## src/rtl/irq_input_conditioner_pkg.sv

```systemverilog
// irq_pkg: shared address map and default sizes for the IRQ input conditioner
package irq_pkg;
  localparam int IRQ_N_IRQ = 4;
  localparam int IRQ_CNT_W = 8;
  localparam logic [31:0] IRQ_ADDR_POLARITY = 32'd4;
  localparam logic [31:0] IRQ_ADDR_MODE     = 32'd5;
  localparam logic [31:0] IRQ_ADDR_DEBOUNCE = 32'd6;
endpackage

```

## src/rtl/irq_input_conditioner_if.sv

```systemverilog
// irq_input_conditioner_if: APB bus carrying the conditioner's configuration accesses
interface irq_input_conditioner_if;
  logic psel, penable, pwrite;
  logic [31:0] paddr, pwdata, prdata;
  logic pready, pslverr;
  modport master (output psel, penable, pwrite, paddr, pwdata, input prdata, pready, pslverr);
  modport slave (input psel, penable, pwrite, paddr, pwdata, output prdata, pready, pslverr);
endinterface

```

## src/rtl/irq_line_filter.sv

```systemverilog
// irq_line_filter: one request line's synchroniser, polarity fix, debounce and level/edge output
module irq_line_filter #(
  parameter int CNT_W = 8
) (
  input  logic             pclk_i,
  input  logic             rst_i,
  input  logic             enable_i,
  input  logic             raw_i,
  input  logic             polarity_i,
  input  logic             mode_i,
  input  logic [CNT_W-1:0] debounce_i,
  output logic             trigger_o
);
  logic sync1, sync2, cond, stable, stable_nxt, settle;
  logic [CNT_W-1:0] cnt, cnt_nxt;
  // a differing cond that has already lasted debounce_i extra cycles becomes the new stable value
  assign settle = (cond != stable) && (cnt >= debounce_i);
  always_comb begin
    stable_nxt = settle ? cond : stable;
    cnt_nxt = (cond == stable || settle) ? '0 : cnt + CNT_W'(1);
  end
  always_ff @(posedge pclk_i) begin
    if (rst_i) begin
      sync1 <= 1'b0;
      sync2 <= 1'b0;
      cond <= 1'b0;
      stable <= 1'b0;
      cnt <= '0;
      trigger_o <= 1'b0;
    end else begin
      sync1 <= raw_i;
      sync2 <= sync1;
      cond <= sync2 ^ polarity_i;
      if (enable_i) begin
        stable <= stable_nxt;
        cnt <= cnt_nxt;
      end
      trigger_o <= enable_i & (mode_i ? stable_nxt & ~stable : stable_nxt);
    end
  end
endmodule

```

## src/rtl/irq_input_conditioner.sv

```systemverilog
// irq_input_conditioner: APB configuration registers driving one irq_line_filter per request line
module irq_input_conditioner import irq_pkg::*; #(
  parameter int N_IRQ = IRQ_N_IRQ,
  parameter int CNT_W = IRQ_CNT_W
) (
  input  logic                     pclk_i,
  input  logic                     rst_i,
  irq_input_conditioner_if.slave   apb,
  input  logic                     enable_i,
  input  logic [N_IRQ-1:0]         irq_raw_i,
  output logic [N_IRQ-1:0]         irq_trigger_o
);
  logic [N_IRQ-1:0] polarity, mode;
  logic [CNT_W-1:0] debounce;
  logic wr, rd;
  logic [31:0] rdata;
  assign wr = apb.psel & apb.penable & apb.pwrite;
  assign rd = apb.psel & ~apb.penable & ~apb.pwrite;
  assign apb.pready = 1'b1;
  assign apb.pslverr = 1'b0;
  always_comb rdata = apb.paddr == IRQ_ADDR_POLARITY ? 32'(polarity) :
                      apb.paddr == IRQ_ADDR_MODE     ? 32'(mode) :
                      apb.paddr == IRQ_ADDR_DEBOUNCE ? 32'(debounce) : '0;
  // read data is captured in the setup phase so it is steady across the access phase
  always_ff @(posedge pclk_i) begin
    if (rst_i) begin
      polarity <= '0;
      mode <= '0;
      debounce <= '0;
      apb.prdata <= '0;
    end else begin
      if (wr && apb.paddr == IRQ_ADDR_POLARITY) polarity <= apb.pwdata[N_IRQ-1:0];
      if (wr && apb.paddr == IRQ_ADDR_MODE) mode <= apb.pwdata[N_IRQ-1:0];
      if (wr && apb.paddr == IRQ_ADDR_DEBOUNCE) debounce <= apb.pwdata[CNT_W-1:0];
      if (rd) apb.prdata <= rdata;
    end
  end
  for (genvar i = 0; i < N_IRQ; i++) begin : g_line
    irq_line_filter #(.CNT_W(CNT_W)) u_line (
      .pclk_i     (pclk_i),
      .rst_i      (rst_i),
      .enable_i   (enable_i),
      .raw_i      (irq_raw_i[i]),
      .polarity_i (polarity[i]),
      .mode_i     (mode[i]),
      .debounce_i (debounce),
      .trigger_o  (irq_trigger_o[i])
    );
  end
endmodule
```

## src/flat_wrapper.sv

```systemverilog
// flat-port wrapper written by rule: the top's interface ports become plain ports
module irq_input_conditioner_flat import irq_pkg::*;
#(
  parameter int N_IRQ = IRQ_N_IRQ,
  parameter int CNT_W = IRQ_CNT_W
)
  (pclk_i, rst_i, enable_i, irq_raw_i, irq_trigger_o, apb_psel, apb_penable, apb_pwrite, apb_paddr, apb_pwdata, apb_prdata, apb_pready, apb_pslverr);
  irq_input_conditioner_if apb_i ();
  input  logic pclk_i;
  input  logic rst_i;
  input  logic enable_i;
  input  logic [N_IRQ-1:0] irq_raw_i;
  output logic [N_IRQ-1:0] irq_trigger_o;
  input wire logic [$bits(apb_i.psel)-1:0] apb_psel;
  input wire logic [$bits(apb_i.penable)-1:0] apb_penable;
  input wire logic [$bits(apb_i.pwrite)-1:0] apb_pwrite;
  input wire logic [$bits(apb_i.paddr)-1:0] apb_paddr;
  input wire logic [$bits(apb_i.pwdata)-1:0] apb_pwdata;
  output wire logic [$bits(apb_i.prdata)-1:0] apb_prdata;
  output wire logic [$bits(apb_i.pready)-1:0] apb_pready;
  output wire logic [$bits(apb_i.pslverr)-1:0] apb_pslverr;
  assign apb_i.psel = apb_psel;
  assign apb_i.penable = apb_penable;
  assign apb_i.pwrite = apb_pwrite;
  assign apb_i.paddr = apb_paddr;
  assign apb_i.pwdata = apb_pwdata;
  assign apb_prdata = apb_i.prdata;
  assign apb_pready = apb_i.pready;
  assign apb_pslverr = apb_i.pslverr;
  irq_input_conditioner #(.N_IRQ(N_IRQ), .CNT_W(CNT_W)) u_core (.pclk_i(pclk_i), .rst_i(rst_i), .apb(apb_i), .enable_i(enable_i), .irq_raw_i(irq_raw_i), .irq_trigger_o(irq_trigger_o));
endmodule
```

## config.mk

```make
export PLATFORM = sky130hd
export DESIGN_NAME = irq_input_conditioner_flat
export DESIGN_NICKNAME = d
export VERILOG_FILES = /design/src/rtl/irq_input_conditioner_pkg.sv /design/src/rtl/irq_input_conditioner_if.sv /design/src/rtl/irq_line_filter.sv /design/src/rtl/irq_input_conditioner.sv /design/src/flat_wrapper.sv
export SDC_FILE = /design/constraint.sdc
export NUM_CORES = 1
export LEC_CHECK = 0
export ABC_AREA = 1
export BUFFER_PORTS_ARGS = -buffer_cell sky130_fd_sc_hd__buf_2
export CAP_MARGIN = 10
export CORE_MARGIN = 2
export CORE_UTILIZATION = 40
export DETAILED_ROUTE_END_ITERATION = 7
export PLACE_DENSITY = 0.7
export SLEW_MARGIN = 20
export SYNTH_ARGS = -nofsm -noshare
export SYNTH_HDL_FRONTEND = slang
export SYNTH_SLANG_ARGS = --single-unit
```

## constraint.sdc

```tcl
create_clock -name pclk_i -period 2.3 [get_ports pclk_i]
set_input_delay 0.23 -clock pclk_i [delete_from_list [all_inputs] [get_ports pclk_i]]
set_output_delay 0.23 -clock pclk_i [all_outputs]
set_load 0.01 [all_outputs]
```

==> results.md, run 1 <==
* Post-DP HPWL at 6791 microns
* Critical Path Fanout Max at 7
* Hold Path Class: in2reg
* Setup TNS at 0 ns
* Worst EP required at 2.57 ns
* Slew HR at 0.6438
* Initial antenna violation count at 0
* Most common cell after layout, fill and taps aside: nand2_1
* Run status: finished clean
* Grt ovf at 0
* Most frequent cells in the layout: 138 x nand2_1, 81 x nor2_1, 76 x dfxtp_1, 74 x inv_1, 61 x buf_2
* DRT Pass-1 Iters at 4
* DR WL/cell at 11.25 microns
* Fin. max-slew vios at 0
* Total global-route track usage at 0.1623
* Post-synthesis register bit count at 76
* Setup crit start kind: flop
* Vias per std cell at 4.730
* Htree depth at 3
* Critical path type: reg2reg
* Synth warn at 0
* Final Power at 2.719 mW
* CP Capture Type: flop
* Critical path origin: u_core.debounce[5]$_SDFFE_PP0P_
* Area growth from synthesis to layout at 12.98%
* HP Start: irq_raw_i[3]
* Num ports at 112
* Post-CTS Resized at 0
* Final hold slack at 0.07294 ns
* Final Hold Viols at 0
* First-pass GRT wire length at 15050 microns
* CTS root buf: clkbuf_8
* Die H at 107.9 microns
* # Post-CTS Setup Buffers at 0
* Synth async-reset ratio at 0
* Clock Latency Late Sink at 0.35 ns
* Rows at 37
* CTS tree: built
* Post-synthesis sequential area ratio at 0.3524
* Cell variety after synth at 32
* Clock sinks at 76
* Post-Syn Area at 0.004318 sq mm
* Endpoints failing setup at 0
* Fin crit share at 0.8553
* Number of synthesized flops with an enable pin at 0
* Antenna viol nets, final at 0
* Post-Synthesis Cells at 596
* Vias in the first global route at 3530
* Syn avg cell area at 7.245 sq um
* Pwr Density at 557.3 mW/mm^2
* N_diodes at 0
* DRC at 0
* Filler cell count at 1037
* Nets at 766
* Die ar. at 0.01164 sq mm
* IO buf count at 61
* Least-Margin Pin Slew at 0.5307 ns
* MaxCap Viol Count at 0
* Cell Area, Placed at 0.004641 sq mm
* Unrepaired setup endpoints after global routing: false
* Largest net degree at the start of global routing at 37
* Post-CTS Hold Buffers at 0
* Critical path arrival at 2.24 ns
* Leak at 2.298 nW
* TritonCTS buffer count at 9
* Layout cells sized above 1 at 0.1500
* Final instance area at 0.004878 sq mm
* Clock Tree Buf Depth at 2
* Post-route minimum period at 1.967 ns
* Worst reg2reg startpoint: u_core.debounce[5]$_SDFFE_PP0P_
* Main synth FF type: dfxtp_1
* Total wire length at 8952 microns
* Starting density of the core at 0.4145
* Vias at 3765
* Initial drt markers at 151
* Max Fclk at 508.3 MHz
* Worst IR Drop VDD at 0.3105 mV
* DIE WIDTH at 107.9 microns
* Core Region at 0.01042 sq mm
* Fin Clk Skew at 0.005863 ns
* GPL Wtd Cong at 0.8384
* Reg clk slew, reported paths at 0.08 ns
routing by layer:
| layer | global-route usage | share of wire | wire (microns) |
|---|---|---|---|
| met1 | 0.1829 | 0.43 | 3885 |
| met2 | 0.2880 | 0.48 | 4317 |
| met4 | 0.07418 | 0.029 | 260 |
| met3 | 0.03814 | 0.055 | 488 |
| met5 | 0 | 0 | 0 |
area by class of cell:
type / instances / area (sq um) / area share
timing repair buffer: 64 / 327.8 / 0.06720
clock inverter: 6 / 113.9 / 0.02334
clock buffer: 9 / 123.9 / 0.02539
sequential: 76 / 1521 / 0.3119
multi-input combinational: 429 / 2336 / 0.4788
tap: 136 / 170.2 / 0.03488
inverter: 76 / 285.3 / 0.05848
final timing paths:
check / endpoint / slack, ns / cells past startpoint
setup / recovery: u_core.g_line[0].u_line.cnt[5]$_SDFFE_PP0P_ / 0.33 / 9
hold / removal: u_core.g_line[3].u_line.sync1$_SDFF_PP0_ / 0.07 / 3
setup reg to reg: u_core.g_line[0].u_line.cnt[5]$_SDFFE_PP0P_ / 0.33 / 9
hold reg to reg: u_core.g_line[2].u_line.sync2$_SDFF_PP0_ / 0.40 / 2
power by group:
part / internal (mW) / total, mW / switching (mW)
clock: 0.716 / 1.22 / 0.502
combinational: 0.0590 / 0.165 / 0.106
sequential: 1.33 / 1.34 / 0.00729
total: 2.10 / 2.72 / 0.616
synth_stat cells, drive strengths merged (2+ instances only):
library cell | instances | area share
inv | 76 | 0.066
o21ai | 9 | 0.010
clkbuf | 5 | 0.0043
buf | 34 | 0.057
xor2 | 19 | 0.039
nand3b | 3 | 0.0052
nand3 | 38 | 0.048
a21oi | 35 | 0.041
conb | 2 | 0.0017
nor2 | 89 | 0.085
o21a | 3 | 0.0052
xnor2 | 10 | 0.020
nor3 | 8 | 0.018
dfxtp | 76 | 0.35
nand4 | 8 | 0.012
nand2 | 139 | 0.12
or2 | 2 | 0.0029
ha | 36 | 0.10
stage by stage:
stage	util	std cells	setup slack, ns
6_report	0.4683	796	0.3328
5_1_grt	0.4683	796	0.03359
4_1_cts	0.4683	796	0.3204
3_5_place_dp	0.4455	781	0.3383
3_3_place_gp	0.4455	781	0.4200
2_1_floorplan	-	620	0.6722
kinds of logic after synthesis:
| logic type | Yosys count | synth area share |
|---|---|---|
| simple gates | 289 | 0.2956 |
| buf+inv | 115 | 0.1275 |
| flops | 76 | 0.3524 |
| compound gates | 49 | 0.05969 |
| fa+ha+maj | 36 | 0.1043 |
| xor+xnor | 29 | 0.05882 |
| other cells | 2 | 0.001739 |
flip-flops by register name (all words and copies together) (netlist names):
register and cells:
u_core.g_line.u_line.sync2 4, u_core.g_line.u_line.trigger_o 4, u_core.apb.prdata 8, u_core.g_line.u_line.cond 4, u_core.debounce 8, u_core.g_line.u_line.cnt 32
u_core.mode 4, u_core.g_line.u_line.stable 4, u_core.g_line.u_line.sync1 4, u_core.polarity 4
worst max-delay path: stages (launching register included):
cell and delay (ns):
dfxtp_1 0.37, inv_1 0.14, ha_1 0.32, a21oi_1 0.15, nor2_1 0.06, nor3_1 0.26
nand3_1 0.14, nand2_1 0.08, nand2_1 0.17, nor3_1 0.19
Note: power is estimated with default switching activity, not from simulation.
==> run 2, diff against run 1 <==
Settings changed: RECOVER_POWER set to 100, SLEW_MARGIN 20 to unset.
==> run 2 against run 1 <==
Against the previous run:
- the flow now finishes with violations (max-capacitance violations, max-slew violations)
- combinational power hardly changed
- clock power about the same
- clock skew about the same
- sequential power about the same
- die area did not move
- worst setup slack gained 0.0031 ns
- maximum frequency rose by 0.16%
==> results.md, run 2 (same netlist as run 1, synthesis figures left out) <==
* Biggest registers after layout: u_core.g_line.u_line.cnt x32, u_core.apb.prdata x8, u_core.debounce x8
* Setup crit start kind: flop
* Antenna viol nets, final at 0 (unchanged)
* Core Region at 0.01042 sq mm (unchanged)
* Worst IR Drop VDD at 0.3102 mV (about the same)
* DR WL/cell at 11.27 microns (+0.20%)
* Worst EP required at 2.57 ns (about the same)
* Total global-route track usage at 0.1623 (unchanged)
* GPL Wtd Cong at 0.8384 (unchanged)
* Critical path type: reg2reg
* Flop2flop setup slack at 0.34 ns (about the same)
* Max FFs per register at 32 (unchanged)
* Vias per std cell at 4.732 (about the same)
* Most common cell after layout, fill and taps aside: nand2_1
* Post-CTS Resized at 0 (unchanged)
* Worst reg2reg startpoint: u_core.debounce[5]$_SDFFE_PP0P_
* Run status: finished with violations
* Leak at 2.240 nW (-2.5%)
* Critical Path Fanout Max at 7 (unchanged)
* Filler cell count at 1047 (+0.96%)
* Final instance area at 0.004847 sq mm (-0.64%)
* Final Power at 2.716 mW (-0.11%)
* Placement Setup Slack at 0.3383 ns (unchanged)
* TritonCTS buffer count at 9 (unchanged)
* Worst Slack Setup Final at 0.3359 ns (+0.003066 ns)
* Post-DP HPWL at 6791 microns (unchanged)
* Vias in the first global route at 3530 (unchanged)
* CTS tree: built
* Num ports at 112 (unchanged)
* Layout cells sized above 1 at 0.1288 (-0.02121)
* CP Capture Type: flop
* Starting density of the core at 0.4145 (unchanged)
* DRC at 0 (unchanged)
* Fin crit share at 0.8540 (-0.001333)
* Final Util at 0.4653 (-0.003003)
* Clock sinks at 76 (unchanged)
* Hold depth at 3 (unchanged)
* Fin Clk Skew at 0.006093 ns (+0.0002297 ns)
* IO buf count at 61 (unchanged)
* N_diodes at 0 (unchanged)
* CP max stage cell: dfxtp_1
* Most frequent cells in the layout: 138 x nand2_1, 82 x nor2_1, 76 x dfxtp_1, 74 x inv_1, 49 x buf_2
* Worst Path Buf+Inv at 1 (unchanged)
* Hold Path Class: in2reg
* Grt ovf at 0 (unchanged)
* Family with the most delay on the worst path: simple AND/OR/NAND/NOR gates
* R2R Path End: u_core.g_line[0].u_line.cnt[5]$_SDFFE_PP0P_
* Post-CTS Hold Buffers at 0 (unchanged)
* Rows at 37 (unchanged)
* Clock Tree Buf Depth at 2 (unchanged)
* Pwr Density at 560.3 mW/mm^2 (+0.54%)
* WHS Endpoint: u_core.g_line[3].u_line.sync1$_SDFF_PP0_
* Reg clk slew, reported paths at 0.08 ns (about the same)
* Htree depth at 3 (unchanged)
* # Post-CTS Setup Buffers at 0 (unchanged)
* DIE WIDTH at 107.9 microns (unchanged)
* Initial antenna violation count at 0 (unchanged)
* Violations in the final reports: max-capacitance violations, max-slew violations
* Max Fclk at 509.1 MHz (+0.16%)
* Fin. max-slew vios at 37 (+37)
* Area growth from synthesis to layout at 12.26%
* Initial drt markers at 150 (-0.66%)
* Post-route minimum period at 1.964 ns (-0.003066 ns)
* DRT Pass-1 Iters at 4 (unchanged)
* Worst-case reg-to-reg path depth at 9 (unchanged)
* Final Hold Viols at 0 (unchanged)
* HP Start: irq_raw_i[3]
* Setup TNS at 0 ns (unchanged)
* Nets at 766 (unchanged)
* CTS root buf: clkbuf_8
* Dpl cells at 781 (unchanged)
* Total wire length at 8970 microns (+0.20%)
* Vias at 3767 (+0.053%)
* Largest net degree at the start of global routing at 37 (unchanged)
* Cell Area, Placed at 0.004641 sq mm (unchanged)
* CP peak stage delay at 0.36 ns (about the same)
* Clock Latency Late Sink at 0.35 ns (about the same)
* Cell Count, Final, Fillers Out at 796 (unchanged)
* MaxCap Viol Count at 1 (+1)
* Endpoints failing setup at 0 (unchanged)
* Die H at 107.9 microns (unchanged)
* Slew HR at -0.07537 (-0.7192)
* Least-Margin Pin Slew at 1.613 ns (+1.082 ns)
* Unrepaired setup endpoints after global routing: false
* Reg with most FFs: u_core.g_line.u_line.cnt
* Critical path arrival at 2.23 ns (about the same)
* Final hold slack at 0.07305 ns (+0.0001096 ns)
* CP Cell Sequence: inv_1 -> ha_1 -> a21oi_1 -> nor2_1 -> nor3_1 -> nand3_1 -> nand2_1 -> nand2_1 -> nor3_1
* Die ar. at 0.01164 sq mm (unchanged)
* First-pass GRT wire length at 15050 microns (unchanged)
[run 2: cell count changes in the layout (fill, tap and decap cells not counted)]
cell      before  now
buf_4          3    2
clkbuf_1       0   13
and2_0         0    1
nor2_2         5    6
nor2_4         3    1
nor2_1        81   82
buf_2         61   49
and2_1         1    0
[run 2: worst max path at each step]
| stage | to | from | cells after the start | slack (ns) |
|---|---|---|---|---|
| detailed placement | u_core.g_line[1].u_line.cnt[0]$_SDFFE_PP0P_ | u_core.debounce[7]$_SDFFE_PP0P_ | 8 | 0.34 |
| CTS | u_core.g_line[0].u_line.cnt[5]$_SDFFE_PP0P_ | u_core.debounce[5]$_SDFFE_PP0P_ | 9 | 0.32 |
| global placement | u_core.g_line[0].u_line.cnt[5]$_SDFFE_PP0P_ | u_core.debounce[5]$_SDFFE_PP0P_ | 9 | 0.42 |
| finish | u_core.g_line[0].u_line.cnt[5]$_SDFFE_PP0P_ | u_core.debounce[5]$_SDFFE_PP0P_ | 9 | 0.34 |
| floorplan | u_core.g_line[0].u_line.cnt[1]$_SDFFE_PP0P_ | u_core.debounce[5]$_SDFFE_PP0P_ | 8 | 0.67 |
| global route | u_core.g_line[0].u_line.cnt[5]$_SDFFE_PP0P_ | u_core.debounce[5]$_SDFFE_PP0P_ | 9 | 0.03 |
[run 2: final cells by class]
| class | count | area, sq um | share of cell area |
|---|---|---|---|
| well taps | 136 | 170.2 | 0.03511 |
| flip-flops and latches | 76 | 1521 | 0.3139 |
| inverters | 76 | 285.3 | 0.05885 |
| multi-input cells | 429 | 2323 | 0.4793 |
| clock buffers | 9 | 123.9 | 0.02556 |
| clock inverters | 6 | 113.9 | 0.02349 |
| repair buffers | 64 | 309.0 | 0.06376 |
[run 2: where the power goes]
group | total [mW] | internal (mW) | switching (mW)
Sequential | 1.34 | 1.33 | 0.00731
Combinational | 0.164 | 0.0581 | 0.106
Clock | 1.22 | 0.716 | 0.500
Total | 2.72 | 2.10 | 0.614
[run 2: worst reg2reg max path: stages, from the launching register on]
cell	delay [ns]
dfxtp_1	0.36
inv_1	0.14
ha_1	0.32
a21oi_1	0.15
nor2_1	0.06
nor3_1	0.27
nand3_1	0.14
nand2_1	0.08
nand2_1	0.17
nor3_1	0.19
[run 2: per-layer routing]
| layer | global-route usage | vias up | share of wire |
|---|---|---|---|
| met5 | 0 | - | 0 |
| met4 | 0.07418 | 0 | 0.032 |
| met3 | 0.03814 | 24 | 0.055 |
| met2 | 0.2880 | 121 | 0.48 |
| met1 | 0.1829 | 1693 | 0.43 |
| li1 | - | 1929 | - |
==> run 3, diff against run 2 <==
Settings changed: ABC_AREA 1 to unset, PLACE_DENSITY 0.7 to 0.66.
==> run 3 against run 2 <==
Against the previous run:
- critical endpoint is now u_core.g_line[2].u_line.cnt[2]$_SDFFE_PP0P_
- register-to-register slack lost 0.13 ns
- count of clock-buffer cells in the layout is 1 higher
- the run now ends clean
- largest power group unchanged
- cell area fell by 3.9%
==> results.md, run 3 <==
* Endpoints failing setup at 0 (unchanged)
* DRC at 0 (unchanged)
* GPL Wtd Cong at 0.7723 (-7.9%)
* Hold depth at 2 (-1)
* Worst reg2reg startpoint: u_core.debounce[0]$_SDFFE_PP0P_
* Max Fclk at 478.4 MHz (-6.0%)
* HP Start: irq_raw_i[2]
* Synth warn at 0 (unchanged)
* Filler cell count at 964 (-7.9%)
* Most frequent cells in the layout: 76 x dfxtp_1, 55 x nor2_1, 48 x buf_2, 36 x ha_1, 26 x conb_1
* WHS Endpoint: u_core.g_line[2].u_line.sync1$_SDFF_PP0_
* Post-synth top cells: 76 x dfxtp_1, 55 x nor2_1, 36 x ha_1
* Worst EP required at 2.58 ns (about the same)
* Nets at 609 (-20%)
* Vias in the first global route at 3025 (-14%)
* Biggest registers after layout: u_core.g_line.u_line.cnt x32, u_core.apb.prdata x8, u_core.debounce x8
* Post-synthesis sequential area ratio at 0.3727 (+0.02030)
* Vias at 3114 (-17%)
* Clock Latency Late Sink at 0.34 ns (about the same)
* Clock Tree Buf Depth at 2 (unchanged)
* IO buf count at 61 (unchanged)
* Switch share at 0.2214 (-0.004520)
* Hold Path Class: in2reg
* Worst IR Drop VDD at 0.4447 mV (+43%)
* Worst-case reg-to-reg path depth at 6 (-3)
* Total wire length at 8435 microns (-6.0%)
* Worst Slack Setup Final at 0.2097 ns (-0.1262 ns)
* TritonCTS buffer count at 9 (unchanged)
* Run status: finished clean
* Clk pwr share at 0.446 (-0.002)
* Rows at 36 (-2.7%)
* Critical path type: reg2reg
* Core Region at 0.009819 sq mm (-5.7%)
* Vias per std cell at 4.889 (+3.3%)
* Area growth from synthesis to layout at 14.10%
* CP max stage cell: dfxtp_1
* Critical path arrival at 2.37 ns (+0.14 ns)
* CTS root buf: clkbuf_8
* CP peak stage delay at 0.50 ns (+0.14 ns)
* Reg with most FFs: u_core.g_line.u_line.cnt
* Placement Setup Slack at 0.1051 ns (-0.2333 ns)
* Cell variety after synth at 34 (+6.3%)
* Fin. max-slew vios at 0 (-100%)
* Combinational share of power at 0.062 (+0.002)
* Clock sinks at 76 (unchanged)
* Grt ovf at 0 (unchanged)
* Initial drt markers at 73 (-51%)
* First-pass GRT wire length at 14210 microns (-5.6%)
* Post-Synthesis Cells at 432 (-28%)
* Slew HR at 0.3083 (+0.3837)
* Cell taking the most area after synthesis: dfxtp_1
* Final Util at 0.4744 (+0.009043)
* Post-synthesis register bit count at 76 (unchanged)
* Fin crit share at 0.9088 (+0.05487)
* CTS tree: built
* Flip-flop and latch area at 0.001521 sq mm (unchanged)
* Critical Path Fanout Max at 7 (unchanged)
* CP Cell Sequence: ha_1 -> nand2b_1 -> a2111o_1 -> a21oi_2 -> a21oi_1 -> nor2_1
* Max FFs per register at 32 (unchanged)
* DRT Pass-1 Iters at 4 (unchanged)
* Most common cell in the netlist: dfxtp_1
* MaxCap Viol Count at 0 (-1)
* R2R Path End: u_core.g_line[2].u_line.cnt[2]$_SDFFE_PP0P_
* Main synth FF type: dfxtp_1
* Most common cell after layout, fill and taps aside: dfxtp_1
* Synth async-reset ratio at 0 (unchanged)
* Antenna viol nets, final at 0 (unchanged)
* Area of the multi-input gates at 0.002298 sq mm (-1.1%)
* Setup crit start kind: flop
* Flop2flop setup slack at 0.21 ns (-0.13 ns)
* Total global-route track usage at 0.1595 (-0.002783)
* Fin Clk Skew at 0.009883 ns (+0.003790 ns)
* Final Hold Viols at 0 (unchanged)
* Sw Pwr at 601.2 uW (-2.0%)
* Top post-synthesis cells by area: dfxtp_1 37%, ha_1 11%, mux2i_1 5.9%, buf_4 5.7%, nor2_1 5.1%
* CP Capture Type: flop
* Htree depth at 3 (unchanged)
* Starting density of the core at 0.4158 (+0.001240)
* Die ar. at 0.01103 sq mm (-5.2%)
* Post-route minimum period at 2.090 ns (+0.1262 ns)
* Number of synthesized flops with an enable pin at 0 (unchanged)
* Pwr Density at 582.8 mW/mm^2 (+4.0%)
* Reg clk slew, reported paths at 0.08 ns (about the same)
* Initial antenna violation count at 0 (unchanged)
* Die H at 105.0 microns (-2.7%)
* DIE WIDTH at 105.0 microns (-2.7%)
* Num ports at 112 (unchanged)
* Post-DP HPWL at 6451 microns (-5.0%)
* Post-Syn Area at 0.004083 sq mm (-5.4%)
* Yosys top cell area share at 0.3727 (+0.02030)
* Largest net degree at the start of global routing at 26 (-30%)
* N_diodes at 0 (unchanged)
* Leak at 1.913 nW (-15%)
* Int Pwr at 2.114 mW (+0.56%)
* Layout cells sized above 1 at 0.1667 (+0.03788)
* Syn avg cell area at 9.451 sq um (+30%)
* DR WL/cell at 13.24 microns (+18%)
* Least-Margin Pin Slew at 1.038 ns (-0.5755 ns)
* Reg power frac at 0.492 (about the same)
[run 3: repair_timing]
item	in CTS	in global routing
hold buffers	0	0
setup buffers	0	0
hold endpoints to repair	0	0
endpoints found under the setup margin	0	14
resized for setup	0	2
[run 3: layer usage]
metal,vias up,share of wire,track usage
li1,1587,-,-
met5,-,0,0
met2,77,0.47,0.2625
met1,1437,0.47,0.2026
met3,13,0.039,0.02932
met4,0,0.020,0.07143
[run 3: logic make-up (layout without fill, tap and decap cells)]
kind of cell,after synthesis,in the layout,synth area share
adder cells (fa/ha/maj),36,36,0.1103
other,2,26,0.001839
AND/OR/NAND/NOR,138,138,0.1992
buffers and inverters,59,107,0.08305
AO/OA/AOI/OAI,61,61,0.09684
flip-flops,76,76,0.3727
multiplexers,24,24,0.05884
XOR/XNOR,36,36,0.07723
[run 3: layout make-up]
cell class / count / share of cell area
tap: 133 / 0.03572
clock buffer: 10 / 0.02740
clock inverter: 6 / 0.02417
timing repair buffer: 73 / 0.07816
inverter: 18 / 0.01450
multi-input combinational: 321 / 0.4934
sequential: 76 / 0.3266
[run 3: how the worst max path moves through the flow]
stage	startpoint	end	cells after the start
after floorplan	u_core.g_line[0].u_line.cnt[0]$_SDFFE_PP0P_	u_core.g_line[0].u_line.cnt[0]$_SDFFE_PP0P_	7
after global placement	u_core.debounce[0]$_SDFFE_PP0P_	u_core.g_line[2].u_line.cnt[7]$_SDFFE_PP0P_	6
after detailed placement	u_core.debounce[0]$_SDFFE_PP0P_	u_core.g_line[2].u_line.cnt[5]$_SDFFE_PP0P_	6
after CTS	u_core.debounce[0]$_SDFFE_PP0P_	u_core.g_line[2].u_line.cnt[0]$_SDFFE_PP0P_	6
after global routing	u_core.debounce[7]$_SDFFE_PP0P_	u_core.g_line[2].u_line.cnt[0]$_SDFFE_PP0P_	7
final	u_core.debounce[0]$_SDFFE_PP0P_	u_core.g_line[2].u_line.cnt[2]$_SDFFE_PP0P_	6
[run 3: per-stage QoR]
step / instances / area, sq um / setup TNS [ns] / power (mW) / hold WS, ns
4_1_cts: 637 / 4703 / 0 / 2.744 / 0.07944
3_3_place_gp: 621 / 4463 / 0 / 1.535 / 0.4163
5_1_grt: 637 / 4658 / -0.01822 / 2.809 / 0.08833
6_report: 637 / 4658 / 0 / 2.715 / 0.09202
2_1_floorplan: 456 / 4173 / 0 / 1.493 / 0.3582
3_5_place_dp: 621 / 4463 / 0 / 1.539 / 0.4264
[run 3: power by group through the flow]
stage          Clock, mW  Combinational, mW  Sequential [mW]
3_5_place_dp           0              0.172             1.37
5_1_grt             1.29              0.187             1.34
3_3_place_gp           0              0.169             1.37
4_1_cts             1.24              0.173             1.34
6_report            1.21              0.168             1.34
2_1_floorplan          0              0.126             1.37
[run 3: critical path: cells and delay by family (launching register included)]
family	cells	cell delay [ns]
compound gates	3	0.93
fa+ha+maj	1	0.29
flops	1	0.50
simple gates	2	0.30
